## config.mk

```make
export PLATFORM = sky130hd
export DESIGN_NAME = ex_mem_reg
export DESIGN_NICKNAME = d
export VERILOG_FILES = /design/src/rtl/ex_mem_reg.sv
export SDC_FILE = /design/constraint.sdc
export NUM_CORES = 1
export LEC_CHECK = 0
export ABC_AREA = 1
export CORE_UTILIZATION = 40
export DETAILED_ROUTE_END_ITERATION = 10
export PLACE_DENSITY = 0.84
export SKIP_LAST_GASP = 1
export SLEW_MARGIN = 20
export SYNTH_ARGS = -nofsm -noshare
export SYNTH_HDL_FRONTEND = slang
export SYNTH_SLANG_ARGS = --single-unit
```

## constraint.sdc

```tcl
create_clock -name clk -period 2.1 [get_ports clk]
set_input_delay 0.315 -clock clk [delete_from_list [all_inputs] [get_ports clk]]
set_output_delay 0.315 -clock clk [all_outputs]
set_load 0.005 [all_outputs]
```

## src/rtl/ex_mem_reg.sv

```systemverilog
// EX/MEM pipeline register with stall, flush (bubble) and halt capture.
// Optional bubble counter output enabled by defining EX_MEM_BUBBLE_CNT_EN.
module ex_mem_reg (
  input  logic        clk,
  input  logic        rst,
  input  logic        stall,
  input  logic        flush,
  input  logic [15:0] EX_ALUOut,
  input  logic [15:0] EX_StoreData,
  input  logic [3:0]  EX_RegRd,
  input  logic [3:0]  EX_RegRt,
  input  logic        EX_RegWrite,
  input  logic        EX_MemWrite,
  input  logic        EX_MemRead,
  input  logic        EX_MemToReg,
  input  logic        EX_Halt,
  output logic [15:0] MEM_ALUOut,
  output logic [15:0] MEM_StoreData,
  output logic [3:0]  MEM_RegRd,
  output logic [3:0]  MEM_RegRt,
  output logic        MEM_RegWrite,
  output logic        MEM_MemWrite,
  output logic        MEM_MemRead,
  output logic        MEM_MemToReg,
  output logic        MEM_Halt,
  output logic        MEM_Valid,
  output logic        halted
`ifdef EX_MEM_BUBBLE_CNT_EN
  ,
  output logic [15:0] bubble_cnt
`endif
);

  typedef enum logic {RUN, HALTED} state_t;

  state_t state_q;
  state_t state_d;
  logic   load_en;
  logic   bubble_en;

  // Decide this cycle's action: flush beats stall, and a halt is only taken on a real load.
  always_comb begin
    state_d   = state_q;
    load_en   = 1'b0;
    bubble_en = 1'b0;
    if (state_q == RUN) begin
      if (flush) begin
        bubble_en = 1'b1;
      end else if (!stall) begin
        load_en = 1'b1;
        if (EX_Halt) begin
          state_d = HALTED;
        end
      end
    end
  end

  // State register; reset always returns to RUN, even out of HALTED.
  always_ff @(posedge clk) begin
    if (rst) begin
      state_q <= RUN;
    end else begin
      state_q <= state_d;
    end
  end

  // Stage contents: cleared on reset or bubble, captured on load, held otherwise.
  always_ff @(posedge clk) begin
    if (rst || bubble_en) begin
      MEM_ALUOut    <= 16'h0000;
      MEM_StoreData <= 16'h0000;
      MEM_RegRd     <= 4'h0;
      MEM_RegRt     <= 4'h0;
      MEM_RegWrite  <= 1'b0;
      MEM_MemWrite  <= 1'b0;
      MEM_MemRead   <= 1'b0;
      MEM_MemToReg  <= 1'b0;
      MEM_Halt      <= 1'b0;
      MEM_Valid     <= 1'b0;
    end else if (load_en) begin
      MEM_ALUOut    <= EX_ALUOut;
      MEM_StoreData <= EX_StoreData;
      MEM_RegRd     <= EX_RegRd;
      MEM_RegRt     <= EX_RegRt;
      MEM_RegWrite  <= EX_RegWrite && (EX_RegRd != 4'h0);
      MEM_MemWrite  <= EX_MemWrite;
      MEM_MemRead   <= EX_MemRead;
      MEM_MemToReg  <= EX_MemToReg;
      MEM_Halt      <= EX_Halt;
      MEM_Valid     <= 1'b1;
    end
  end

  assign halted = (state_q == HALTED);

`ifdef EX_MEM_BUBBLE_CNT_EN
  // Count flushed cycles while running, saturating rather than wrapping.
  always_ff @(posedge clk) begin
    if (rst) begin
      bubble_cnt <= 16'h0000;
    end else if (bubble_en && (bubble_cnt != 16'hFFFF)) begin
      bubble_cnt <= bubble_cnt + 16'h0001;
    end
  end
`endif

endmodule

```

==> run summary <==
Remaining antenna violation count: 0
Synth Cell Area: 1670 µm²
Synth Net Count: 257
Hold Buf Count CTS: 0
Core area: 4000 µm²
Antenna violations before repair: 0
Static Leak: 0.00100 µW
Peak supply drop: 0.385 mV
Status: finished, final reports clean
Setup TNS Final: 0 ns
Die H: 66.6 µm
Largest delay contributor family on the critical path: buffers and inverters
Total number of vias: 1,605
Post-Route WL: 4040 µm
Final Hold Viols: 0
Worst EP arrival: 1.15 ns
Final nets: 350
Mean area per synthesized cell: 8.04 µm²
Clock transition at path regs: 0.08 ns
Cells along the critical path: clkdlybuf4s50_1
Power density cells: 669 nW/µm²
Pin count of the biggest net entering global routing: 47
Resized Gates After CTS: 0
Drt drc: 0
CP required: 1.78 ns
Post-layout min period: 1.46 ns
Clk_skew: 0.00307 ns
Hold slack: 0.472 ns
RD Place Congestion: 0.703
Port Buffer Count: 95
CP bufs+invs: 1
Synth cell types: 17
Die W: 66.6 µm
Leading cell types in the layout, fill and taps excluded: 95 x clkdlybuf4s50_1, 91 x nor2_1, 47 x dfxtp_1
Diode count: 0
GR Overflow Total: 0
CTS Buf Count: 5
Detail Placement HPWL: 2890 µm
Crit path max fanout: 2
Register area share after synthesis: 56.3%
Area delta synth->final: 62.9%
MaxCap Viol Count: 0
Slowest stage delay, CP: 0.50 ns
Slew HR: 76.1%
DR WL/cell: 11.5 µm
I/O pin cnt: 96
Total die area: 4440 µm²
# Post-CTS Setup Buffers: 0
Std-Cell Rows: 23
Crit end category: output port
Slew Viols, Final: 0
Clock Latency Late Sink: 0.29 ns
Final Cycle Share: 69.7%
Total Power: 1820 µW
Number of global-route vias before repair: 1,488
Tightest Hold Check Type: flop to flop
H-tree depth: 2
Final setup vio count: 0
Maximum clock path buffer count: 2
Final Util: 68.1%
Critical Path Source Type: flop
CP max stage cell: clkdlybuf4s50_1
RSZ-0062 raised after global routing: false
Number of vias per cell: 4.56
Drt first pass iters: 4
Post-Syn Instances: 208
Most common cell after layout, fill and taps aside: clkdlybuf4s50_1
CTS tree: done
Worst Max-Slew Pin Slew: 0.358 ns
Max frequency: 683 MHz
All-Layer GR Usage: 19.0%
First-pass GRT wire length: 6380 µm
Root buffer cell: clkbuf_8
DR iter-0 viols: 102
Flops & latches, synth: 47
Crit path kind: flop to output port
Layout cells sized above 1: 5.30%
Synthesis Warnings: 0
Clock sink total: 47
Initial Util: 41.8%
## cell usage after synthesis
cell      number  area, µm²
nand2_2        1       6.26
clkbuf_2       1       5.00
dfxtp_1       47        941
o21a_1         1       7.51
inv_1          1       3.75
nor2_2         1       6.26
a21oi_1        2       10.0
inv_2          1       3.75
clkbuf_1       4       15.0
buf_2          3       15.0
nor2_1        91        342
a21oi_4        1       16.3
nand2_1        4       15.0
o21ai_1        4       20.0
o21ai_0       40        200
inv_6          1       8.76
buf_6          5       56.3
## final timing paths
check | from | to | slack [ns] | cells past startpoint
min reg2reg | MEM_Valid$_SDFFE_PP0P_ | MEM_Valid$_SDFFE_PP0P_ | 0.47 | 1
max | MEM_ALUOut[4]$_SDFFE_PP0P_ | MEM_ALUOut[4] | 0.64 | 1
max reg2reg | halted$_SDFF_PP0_ | MEM_ALUOut[4]$_SDFFE_PP0P_ | 0.87 | 5
min | MEM_Valid$_SDFFE_PP0P_ | MEM_Valid$_SDFFE_PP0P_ | 0.47 | 1
## power breakdown
part / switching, µW / total (µW) / internal [µW] / leakage (µW)
Clock: 277 / 577 / 301 / 0.0000515
Sequential: 18.8 / 947 / 928 / 0.000383
Combinational: 116 / 296 / 180 / 0.000568
Total: 412 / 1820 / 1410 / 0.00100
## per-stage QoR
| step | setup WS, ns | instances | cell area (µm²) |
|---|---|---|---|
| final | 0.637 | 352 | 2720 |
| after detailed placement | 0.430 | 344 | 2620 |
| after CTS | 0.629 | 352 | 2720 |
| after global routing | 0.572 | 352 | 2720 |
| after global placement | 0.486 | 344 | 2620 |
| after floorplan | 1.04 | 208 | 1670 |
## routing by layer
layer / GRT usage [%] / vias up / routed length (µm)
met5: 0 / - / 0
met4: 6.38 / 0 / 38
met3: 6.51 / 4 / 326
met2: 34.2 / 52 / 2010
met1: 20.3 / 705 / 1660
li1: - / 844 / -
## area by class of cell
type | instances | area, µm²
clock buffer | 8 | 100
inverter | 3 | 16.3
sequential | 47 | 941
multi-input combinational | 145 | 623
timing repair buffer | 99 | 981
tap | 50 | 62.6
fill | 378 | 1280
## logic make-up (layout without fill, tap and decap cells)
family / after synthesis / after routing / synth area share (%)
buffers and inverters: 16 / 110 / 6.44
flip-flops: 47 / 47 / 56.3
AND/OR/NAND/NOR: 97 / 97 / 22.1
AO/OA/AOI/OAI: 48 / 48 / 15.2
## flip-flops by register name, indices dropped and copies added, names as in the netlist
register       cells
MEM_ALUOut        16
MEM_Halt           1
MEM_MemRead        1
MEM_MemToReg       1
MEM_MemWrite       1
MEM_RegRd          4
MEM_RegRt          4
MEM_RegWrite       1
MEM_StoreData     16
MEM_Valid          1
halted             1
Power figures use the tool's default switching activity.
